[config.mk]
export PLATFORM = sky130hd
export DESIGN_NAME = alu_rf_sequencer_flat
export DESIGN_NICKNAME = d
export VERILOG_FILES = /design/src/rtl/alu_rf_sequencer_if.sv /design/src/rtl/alu_rf_sequencer.sv /design/src/flat_wrapper.sv
export SDC_FILE = /design/constraint.sdc
export NUM_CORES = 1
export LEC_CHECK = 0
export CORE_MARGIN = 2
export CORE_UTILIZATION = 35
export DETAILED_ROUTE_END_ITERATION = 8
export GPL_ROUTABILITY_DRIVEN = 0
export PLACE_DENSITY = 0.62
export REMOVE_ABC_BUFFERS = 1
export SYNTH_ARGS = -nofsm -noshare
export SYNTH_HDL_FRONTEND = slang
export SYNTH_SLANG_ARGS = --single-unit
[constraint.sdc]
create_clock -name clk -period 2.1 [get_ports clk]
set_input_delay 0.42 -clock clk [delete_from_list [all_inputs] [get_ports clk]]
set_output_delay 0.42 -clock clk [all_outputs]
set_load 0.05 [all_outputs]
[src/rtl/alu_rf_sequencer_if.sv]
// Instruction handshake plus register-file access bundle for the ALU sequencer.
// master = sequencer side, slave = instruction source / register-file side.
interface alu_rf_sequencer_if #(
  parameter int WIDTH = 16,
  parameter int AW    = 3
);
  logic             instr_valid;
  logic             instr_ready;
  logic [1:0]       instr_op;
  logic [AW-1:0]    instr_rs1;
  logic [AW-1:0]    instr_rs2;
  logic [AW-1:0]    instr_rd;
  logic             instr_use_imm;
  logic [WIDTH-1:0] instr_imm;

  logic [AW-1:0]    rd_addr_a;
  logic [AW-1:0]    rd_addr_b;
  logic [WIDTH-1:0] d_out_a;
  logic [WIDTH-1:0] d_out_b;
  logic             wr;
  logic [AW-1:0]    wr_addr;
  logic [WIDTH-1:0] d_in;
  logic             carry;
  logic             done;

  modport master (
    input  instr_valid, instr_op, instr_rs1, instr_rs2, instr_rd,
           instr_use_imm, instr_imm, d_out_a, d_out_b,
    output instr_ready, rd_addr_a, rd_addr_b, wr, wr_addr, d_in, carry, done
  );

  modport slave (
    output instr_valid, instr_op, instr_rs1, instr_rs2, instr_rd,
           instr_use_imm, instr_imm, d_out_a, d_out_b,
    input  instr_ready, rd_addr_a, rd_addr_b, wr, wr_addr, d_in, carry, done
  );
endinterface

[src/rtl/alu_rf_sequencer.sv]
// Initiator-side sequencer for an 8x16 register file: accepts one ALU
// instruction, reads both operands, computes add/sub/and/or, writes back.
//
// state   | meaning
// --------+-----------------------------------------------------------
// S_IDLE  | ready for an instruction; read addresses loaded on accept
// S_READ  | read addresses stable; operands captured at closing edge
// S_EXEC  | ALU result and carry-out registered at closing edge
// S_WRITE | wr/done asserted; register file and carry commit at edge
module alu_rf_sequencer #(
  parameter int WIDTH = 16,
  parameter int AW    = 3
) (
  input  logic               clk,
  input  logic               reset,
  alu_rf_sequencer_if.master bus
);

  typedef enum logic [1:0] {S_IDLE, S_READ, S_EXEC, S_WRITE} state_t;

  state_t           state_q, state_d;

  logic [1:0]       op_q;
  logic [AW-1:0]    rd_q;
  logic             use_imm_q;
  logic [WIDTH-1:0] imm_q;
  logic [AW-1:0]    rd_addr_a_q, rd_addr_b_q;
  logic [WIDTH-1:0] opa_q, opb_q;
  logic [WIDTH-1:0] d_in_q;
  logic [AW-1:0]    wr_addr_q;
  logic             cout_q;
  logic             carry_q;

  logic             ready_c, wr_c, done_c;
  logic             accept;
  logic [WIDTH:0]   sum_c;
  logic [WIDTH-1:0] alu_res_c;
  logic             alu_cout_c;

  assign accept = (state_q == S_IDLE) && bus.instr_valid;

  // State register
  always_ff @(posedge clk) begin
    if (reset) state_q <= S_IDLE;
    else       state_q <= state_d;
  end

  // Next-state logic: fixed four-cycle walk once an instruction is taken
  always_comb begin
    state_d = state_q;
    unique case (state_q)
      S_IDLE:  if (bus.instr_valid) state_d = S_READ;
      S_READ:  state_d = S_EXEC;
      S_EXEC:  state_d = S_WRITE;
      S_WRITE: state_d = S_IDLE;
      default: state_d = S_IDLE;
    endcase
  end

  // State-decoded outputs
  always_comb begin
    ready_c = 1'b0;
    wr_c    = 1'b0;
    done_c  = 1'b0;
    unique case (state_q)
      S_IDLE:  ready_c = 1'b1;
      S_WRITE: begin
        wr_c   = 1'b1;
        done_c = 1'b1;
      end
      default: ;
    endcase
  end

  // ALU on the captured operands; sub uses A + ~B + 1 so carry=1 means no borrow
  always_comb begin
    sum_c      = '0;
    alu_res_c  = '0;
    alu_cout_c = 1'b0;
    unique case (op_q)
      2'b00: begin
        sum_c      = {1'b0, opa_q} + {1'b0, opb_q};
        alu_res_c  = sum_c[WIDTH-1:0];
        alu_cout_c = sum_c[WIDTH];
      end
      2'b01: begin
        sum_c      = {1'b0, opa_q} + {1'b0, ~opb_q} + (WIDTH+1)'(1);
        alu_res_c  = sum_c[WIDTH-1:0];
        alu_cout_c = sum_c[WIDTH];
      end
      2'b10:   alu_res_c = opa_q & opb_q;
      default: alu_res_c = opa_q | opb_q;
    endcase
  end

  // Instruction latch and registered read addresses, loaded on accept
  always_ff @(posedge clk) begin
    if (reset) begin
      op_q        <= '0;
      rd_q        <= '0;
      use_imm_q   <= 1'b0;
      imm_q       <= '0;
      rd_addr_a_q <= '0;
      rd_addr_b_q <= '0;
    end else if (accept) begin
      op_q        <= bus.instr_op;
      rd_q        <= bus.instr_rd;
      use_imm_q   <= bus.instr_use_imm;
      imm_q       <= bus.instr_imm;
      rd_addr_a_q <= bus.instr_rs1;
      rd_addr_b_q <= bus.instr_rs2;
    end
  end

  // Operand capture at the end of READ; result/carry-out at the end of EXEC.
  // d_in and wr_addr only load here so they hold outside WRITE.
  always_ff @(posedge clk) begin
    if (reset) begin
      opa_q     <= '0;
      opb_q     <= '0;
      d_in_q    <= '0;
      wr_addr_q <= '0;
      cout_q    <= 1'b0;
    end else begin
      if (state_q == S_READ) begin
        opa_q <= bus.d_out_a;
        opb_q <= use_imm_q ? imm_q : bus.d_out_b;
      end
      if (state_q == S_EXEC) begin
        d_in_q    <= alu_res_c;
        wr_addr_q <= rd_q;
        cout_q    <= alu_cout_c;
      end
    end
  end

  // Architectural carry flag commits with the register-file write
  always_ff @(posedge clk) begin
    if (reset)                   carry_q <= 1'b0;
    else if (state_q == S_WRITE) carry_q <= cout_q;
  end

  assign bus.instr_ready = ready_c;
  assign bus.wr          = wr_c;
  assign bus.done        = done_c;
  assign bus.rd_addr_a   = rd_addr_a_q;
  assign bus.rd_addr_b   = rd_addr_b_q;
  assign bus.wr_addr     = wr_addr_q;
  assign bus.d_in        = d_in_q;
  assign bus.carry       = carry_q;

endmodule

[src/flat_wrapper.sv]
// flat-port wrapper written by rule: the top's interface ports become plain ports
module alu_rf_sequencer_flat 
#(
  parameter int WIDTH = 16,
  parameter int AW    = 3
)
  (clk, reset, bus_instr_valid, bus_instr_op, bus_instr_rs1, bus_instr_rs2, bus_instr_rd, bus_instr_use_imm, bus_instr_imm, bus_d_out_a, bus_d_out_b, bus_instr_ready, bus_rd_addr_a, bus_rd_addr_b, bus_wr, bus_wr_addr, bus_d_in, bus_carry, bus_done);
  alu_rf_sequencer_if #(.WIDTH(WIDTH), .AW(AW)) bus_i ();
  input  logic clk;
  input  logic reset;
  input wire logic [$bits(bus_i.instr_valid)-1:0] bus_instr_valid;
  input wire logic [$bits(bus_i.instr_op)-1:0] bus_instr_op;
  input wire logic [$bits(bus_i.instr_rs1)-1:0] bus_instr_rs1;
  input wire logic [$bits(bus_i.instr_rs2)-1:0] bus_instr_rs2;
  input wire logic [$bits(bus_i.instr_rd)-1:0] bus_instr_rd;
  input wire logic [$bits(bus_i.instr_use_imm)-1:0] bus_instr_use_imm;
  input wire logic [$bits(bus_i.instr_imm)-1:0] bus_instr_imm;
  input wire logic [$bits(bus_i.d_out_a)-1:0] bus_d_out_a;
  input wire logic [$bits(bus_i.d_out_b)-1:0] bus_d_out_b;
  output wire logic [$bits(bus_i.instr_ready)-1:0] bus_instr_ready;
  output wire logic [$bits(bus_i.rd_addr_a)-1:0] bus_rd_addr_a;
  output wire logic [$bits(bus_i.rd_addr_b)-1:0] bus_rd_addr_b;
  output wire logic [$bits(bus_i.wr)-1:0] bus_wr;
  output wire logic [$bits(bus_i.wr_addr)-1:0] bus_wr_addr;
  output wire logic [$bits(bus_i.d_in)-1:0] bus_d_in;
  output wire logic [$bits(bus_i.carry)-1:0] bus_carry;
  output wire logic [$bits(bus_i.done)-1:0] bus_done;
  assign bus_i.instr_valid = bus_instr_valid;
  assign bus_i.instr_op = bus_instr_op;
  assign bus_i.instr_rs1 = bus_instr_rs1;
  assign bus_i.instr_rs2 = bus_instr_rs2;
  assign bus_i.instr_rd = bus_instr_rd;
  assign bus_i.instr_use_imm = bus_instr_use_imm;
  assign bus_i.instr_imm = bus_instr_imm;
  assign bus_i.d_out_a = bus_d_out_a;
  assign bus_i.d_out_b = bus_d_out_b;
  assign bus_instr_ready = bus_i.instr_ready;
  assign bus_rd_addr_a = bus_i.rd_addr_a;
  assign bus_rd_addr_b = bus_i.rd_addr_b;
  assign bus_wr = bus_i.wr;
  assign bus_wr_addr = bus_i.wr_addr;
  assign bus_d_in = bus_i.d_in;
  assign bus_carry = bus_i.carry;
  assign bus_done = bus_i.done;
  alu_rf_sequencer #(.WIDTH(WIDTH), .AW(AW)) u_core (.clk(clk), .reset(reset), .bus(bus_i));
endmodule
======== Yosys cells after proc, flatten, opt, wreduce, memory -nomap -nowiden ========
Index checks and enable logic that the tools add are counted.
cells by class
  bitwise operators ....................... 3
  equal/unequal tests ..................... 6
  mux-type cells .......................... 7
  reduce and logical (&&, ||, !) cells .... 3
  $add $sub $neg .......................... 3
operator list
  kind                   number
  $pmux 16 s3            1
  $add 16x16->17         2
  $add 17x1->17 const B  1
  $and 16x16->16         1
  $mux 16                1
  $not 16->16            1
  $or 16x16->16          1
  $pmux 2 s4             1
  $eq 2x2->1 const B     3
  $eq 2x1->1 const B     2
  $logic_not 2->1        2
  $mux 1                 2
  $mux 2                 1
  $ne 2x2->1 const B     1
  $pmux 1 s2             1
  $logic_and 1x1->1      1
word-level totals
  logic and storage cells ................. 35
  output and inout port bits .............. 29
  flip-flop bits (word level) ............. 83
  input bits .............................. 63

======== Depth between registers and ports, before layout ========
  word-level depth ........................ 4
  depth in mapped cells ................... 10
  depth with buffers taken out ............ 10

======== Least setup slack after synthesis ========
Ideal clock, no wire load.
  path kind ............................... register -> register
  start point ............................. register u_core.opb_q[2]
  end point ............................... register u_core.d_in_q[15] (netlist: u_core.bus.d_in[15])
  library setup time ...................... 125 ps
  setup slack ............................. -161 ps
  arrival time ............................ 2136 ps
  required time ........................... 1975 ps
  stages on the path, launching flop included .. 10
  period minus slack after synthesis ...... 2261 ps
  path buffers ............................ 0
  cells stage by stage .................... dfxtp_1 > inv_1 > ha_1 > a21oi_1 > a211oi_1 > o32a_2 > a21oi_1 > mux2_2 > o21ai_0 > nand3_1
between the ends
  word-level cells in the longest chain between the ends .. 4
  elaborated cells between the ends (all ways) .. 5
  classes of those cells .................. 3 x add/sub; 1 x mux; 1 x bitwise
RTL lines
  what                    RTL line                 source
  start, declared         alu_rf_sequencer.sv:28   logic [WIDTH-1:0] opa_q, opb_q;
  start signal, assigned  alu_rf_sequencer.sv:127  opb_q <= use_imm_q ? imm_q : bus.d_out_b;
  $not 16->16             alu_rf_sequencer.sv:87   sum_c = {1'b0, opa_q} + {1'b0, ~opb_q} + (WIDTH+1)'(1);
  $add 16x16->17          alu_rf_sequencer.sv:87
  $add 17x1->17           alu_rf_sequencer.sv:87
  $pmux 16 s3 *           alu_rf_sequencer.sv:80   unique case (op_q)
  end signal, assigned    alu_rf_sequencer.sv:130  d_in_q <= alu_res_c;
  end, declared           alu_rf_sequencer.sv:29   logic [WIDTH-1:0] d_in_q;
Mark *: on every way between the ends. The rest lies on a longest branch, timed or not.
A chain may end at the register's enable or synchronous reset.

======== Worst setup path in the final report ========
  start point ............................. register u_core.opb_q[2]
  end point ............................... register u_core.d_in_q[13] (netlist: u_core.bus.d_in[13])
The elaborated chain is that of the path after synthesis.

==> flow_results.xml <==
<?xml version="1.0" encoding="UTF-8"?>
<metrics>
  <group name="clocking">
    <metric name="worst_skew_pair.late_latency" unit="ns">0.35</metric>
    <metric name="cts-buffers-inserted" unit="">9</metric>
    <metric name="clk_pin_slew_worst_paths" unit="ns">0.07</metric>
    <metric name="cts_tree" unit="">built</metric>
    <metric name="cts-root-buf" unit="">clkbuf_16</metric>
    <metric name="numClockSinks" unit="">83</metric>
    <metric name="cts.hold.buffers_added" unit="">0</metric>
    <metric name="htree_levels" unit="">3</metric>
    <metric name="clock_path_buffers" unit="">2</metric>
  </group>
  <group name="logic_synthesis">
    <metric name="async_flop_share" unit="%">0</metric>
    <metric name="synth_warnings" unit="">0</metric>
    <metric name="synth_enable_flop_cells" unit="">0</metric>
    <metric name="yosys.area.top_type_share" unit="%">31.5</metric>
    <metric name="syn_inst" unit="">655</metric>
    <metric name="netlist-cell-type-count" unit="">61</metric>
    <metric name="seq_cells_post_synth" unit="">83</metric>
    <metric name="synth_top_flop_cell" unit="">dfxtp_1</metric>
    <metric name="synth.avg_cell_area" unit="sq um">8.06</metric>
    <metric name="synth_area" unit="sq um">5280</metric>
    <metric name="synth_top_cell_by_area" unit="">dfxtp_1</metric>
    <metric name="post_synth_main_area_contributors" unit="">dfxtp_1, ha_1, mux2i_1</metric>
    <metric name="share_of_the_yosys_chip_area_belonging_to_registers" unit="%">31.5</metric>
  </group>
  <group name="floorplan">
    <metric name="core_area" unit="sq um">14600</metric>
    <metric name="initial_utilization" unit="%">36.0</metric>
    <metric name="ios" unit="">92</metric>
    <metric name="fp.dieArea" unit="sq um">16100</metric>
    <metric name="floorplan.die.width" unit="um">127</metric>
    <metric name="rows" unit="">44</metric>
    <metric name="chipHeight" unit="um">127</metric>
  </group>
  <group name="pwr">
    <metric name="power.ir.vdd_worst" unit="V">0.000519</metric>
    <metric name="total_power" unit="mW">10.8</metric>
    <metric name="p_leak" unit="nW">3.04</metric>
    <metric name="power.density" unit="nW/um^2">1390</metric>
  </group>
  <group name="setup_path">
    <metric name="data_required_time_at_the_worst_endpoint" unit="ns">2.32</metric>
    <metric name="cp_cell_sequence" unit="">inv_2 &gt; ha_4 &gt; or2b_1 &gt; o211ai_1 &gt; buf_4 &gt; a211oi_4 &gt; o41a_1 &gt; xnor2_1 &gt; a221oi_1 &gt; o21ai_1</metric>
    <metric name="timing.critical_path.depth" unit="">10</metric>
    <metric name="path_delay_family" unit="">compound AO/OA/AOI/OAI gates</metric>
    <metric name="timing.critical_path.fanout_max" unit="">6</metric>
    <metric name="crit_slowest_cell" unit="">dfxtp_2</metric>
    <metric name="critical_path_class" unit="">flop to flop</metric>
    <metric name="start_kind" unit="">flop</metric>
    <metric name="cp.buffers_inverters" unit="">2</metric>
    <metric name="timing.critical_path.arrival" unit="ns">2.54</metric>
    <metric name="end_kind" unit="">flop</metric>
    <metric name="worst_r2r_path_depth" unit="">10</metric>
    <metric name="cpPeakStageDelay" unit="ns">0.34</metric>
  </group>
  <group name="routing">
    <metric name="wl" unit="um">16000</metric>
    <metric name="met3_length" unit="um">1000</metric>
    <metric name="via_count" unit="">5231</metric>
    <metric name="viasPerCell" unit="">5.22</metric>
    <metric name="top_metal_used" unit="">met4</metric>
    <metric name="drt-wirelength-per-cell" unit="um">15.9</metric>
    <metric name="firstDrtPassIters" unit="">6</metric>
    <metric name="drt_iter0_drc" unit="">263</metric>
    <metric name="remaining_drc_errors" unit="">0</metric>
    <metric name="wirelength_met1" unit="um">6900</metric>
    <metric name="drt.antenna.violating_nets" unit="">0</metric>
    <metric name="wl_met2" unit="um">7590</metric>
  </group>
  <group name="run_status">
    <metric name="outcome" unit="">finished, violations left</metric>
    <metric name="failed_checks" unit="">setup timing</metric>
  </group>
  <group name="sta">
    <metric name="timing.final.crit_share" unit="%">110</metric>
    <metric name="worst_pin_slew" unit="ns">0.700</metric>
    <metric name="layout_min_cycle_time" unit="ns">2.31</metric>
    <metric name="drv_slew" unit="">0</metric>
    <metric name="max-slew-margin-rel" unit="%">53.3</metric>
    <metric name="timing_hold_violations_final" unit="">0</metric>
    <metric name="report.final.setup_viol" unit="">9</metric>
    <metric name="rsz0062_at_grt" unit="">yes</metric>
    <metric name="post-route-worst-setup-slack" unit="ns">-0.212</metric>
    <metric name="finClkSkew" unit="ns">0.00671</metric>
    <metric name="clock.fmax" unit="MHz">433</metric>
  </group>
  <group name="global_route">
    <metric name="overflow" unit="">0</metric>
    <metric name="pin_count_of_the_biggest_net_entering_global_routing" unit="">61</metric>
    <metric name="first_global_vias" unit="">5104</metric>
    <metric name="track_usage" unit="%">19.5</metric>
    <metric name="first_pass_grt_wire_length" unit="um">25200</metric>
    <metric name="antenna_found_initial" unit="">0</metric>
  </group>
  <group name="placement">
    <metric name="dp_hpwl" unit="um">11200</metric>
    <metric name="post_place_cell_area" unit="sq um">6900</metric>
    <metric name="placedCellCount" unit="">974</metric>
    <metric name="buffer_ports.inserted" unit="">91</metric>
  </group>
  <group name="layout">
    <metric name="drive_above_1_share" unit="%">25.9</metric>
    <metric name="diodes" unit="">0</metric>
    <metric name="layout.nets" unit="">935</metric>
    <metric name="syn_to_final_growth" unit="%">47.3</metric>
    <metric name="utilization" unit="%">53.1</metric>
    <metric name="post-route-cell-area" unit="sq um">7770</metric>
    <metric name="final_cell_count_no_fill" unit="">1003</metric>
    <metric name="n_fill_cell" unit="">1333</metric>
  </group>
  <group name="hold_path">
    <metric name="timing.hold.worst.class" unit="">flop to flop</metric>
    <metric name="hold_path_depth" unit="">2</metric>
  </group>
  <group name="job">
    <metric name="cap_violations" unit="">0</metric>
  </group>
</metrics>
power breakdown:
group | total, mW | internal [mW] | leakage, nW | switching [mW]
Clock | 1.62 | 0.930 | 0.147 | 0.690
Sequential | 2.32 | 2.02 | 0.686 | 0.298
Combinational | 6.87 | 3.11 | 2.21 | 3.76
Total | 10.8 | 6.06 | 3.04 | 4.75
cells by family (layout without fill, tap and decap cells):
kind of cell,after synthesis,in the layout,synth area share (%)
fa+ha+maj,58,58,14.0
simple gates,201,201,16.7
xor+xnor,10,10,1.66
compound gates,172,172,20.5
mux,49,49,9.60
buf+inv,82,246,6.05
flops,83,83,31.5
synth_stat cells, types with 6 or more instances:
master    instances
a21oi_1          77
nand2_1          77
clkbuf_1         21
mux2i_1          45
nand2b_1          7
buf_1             9
nor2_1           80
inv_1            45
nor2b_1           9
ha_1             56
a211oi_1         28
o21bai_1          6
xnor2_1           8
nand3_1           6
dfxtp_1          83
o21ai_0          18
buf_2             6
per-layer routing:
| layer | GRT usage, % | vias up |
|---|---|---|
| li1 | - | 2580 |
| met1 | 25.0 | 2422 |
| met2 | 32.6 | 191 |
| met3 | 2.70 | 38 |
| met4 | 8.86 | 0 |
| met5 | 0 | - |
state kept, by name, summed over array words and instances, names as in the netlist:
register and count:
u_core.cout_q 1, u_core.bus.d_in 16, u_core.bus.wr_addr 3, u_core.use_imm_q 1
u_core.op_q 2, u_core.imm_q 16, u_core.opb_q 16, u_core.bus.rd_addr_b 3
u_core.opa_q 16, u_core.bus.rd_addr_a 3, u_core.rd_q 3, u_core.bus.carry 1
u_core.state_q 2
metrics by stage:
stage / TNS [ns] / setup WS, ns / hold slack, ns
2_1_floorplan: -0.738 / -0.161 / 0.430
3_3_place_gp: -1.81 / -0.281 / 0.442
3_5_place_dp: -2.51 / -0.339 / 0.446
5_1_grt: -2.14 / -0.249 / 0.472
4_1_cts: -1.01 / -0.176 / 0.456
6_report: -1.25 / -0.212 / 0.452
tightest hold or removal path, delay by kind of cell (launching register included):
kind	cells	cell delay, ns
flops	1	0.31
simple gates	1	0.05
compound gates	1	0.05
final cells by class:
class / count / area, sq um / share of cell area (%)
repair buffers: 185 / 1650 / 21.2
inverters: 45 / 171 / 2.21
multi-input cells: 490 / 3740 / 48.1
clock inverters: 7 / 73.8 / 0.950
well taps: 184 / 230 / 2.96
clock buffers: 9 / 225 / 2.90
flip-flops and latches: 83 / 1680 / 21.7
placed cells by master (no fill, tap or decap), drive strengths merged, types with 3 or more instances in the layout:
cell type,instances
nor2,81
a211oi,28
a21o,5
nor2b,10
a21oi,77
mux2,3
dfxtp,83
inv,48
nand2,77
buf,101
o21ai,19
nor4,5
nand2b,7
xnor2,8
clkdlybuf4s50,84
a221oi,4
clkbuf,9
ha,56
a31oi,5
o211ai,5
and3,4
o21bai,6
nand3,6
mux2i,45
timing repair:
item,CTS,global route
buffers inserted,10,3
setup endpoints to repair,12,12
hold endpoints to repair,0,0
resized for setup,80,34
pin swaps,38,18
cloned,0,0
worst paths after layout:
check,start,endpoint,slack [ns]
worst min register to register,u_core.imm_q[11],u_core.imm_q[11],0.45
worst min-delay path,u_core.imm_q[11],u_core.imm_q[11],0.45
worst max-delay path,u_core.opb_q[2],u_core.bus.d_in[13],-0.21
worst max register to register,u_core.opb_q[2],u_core.bus.d_in[13],-0.21
Power figures use the tool's default switching activity.
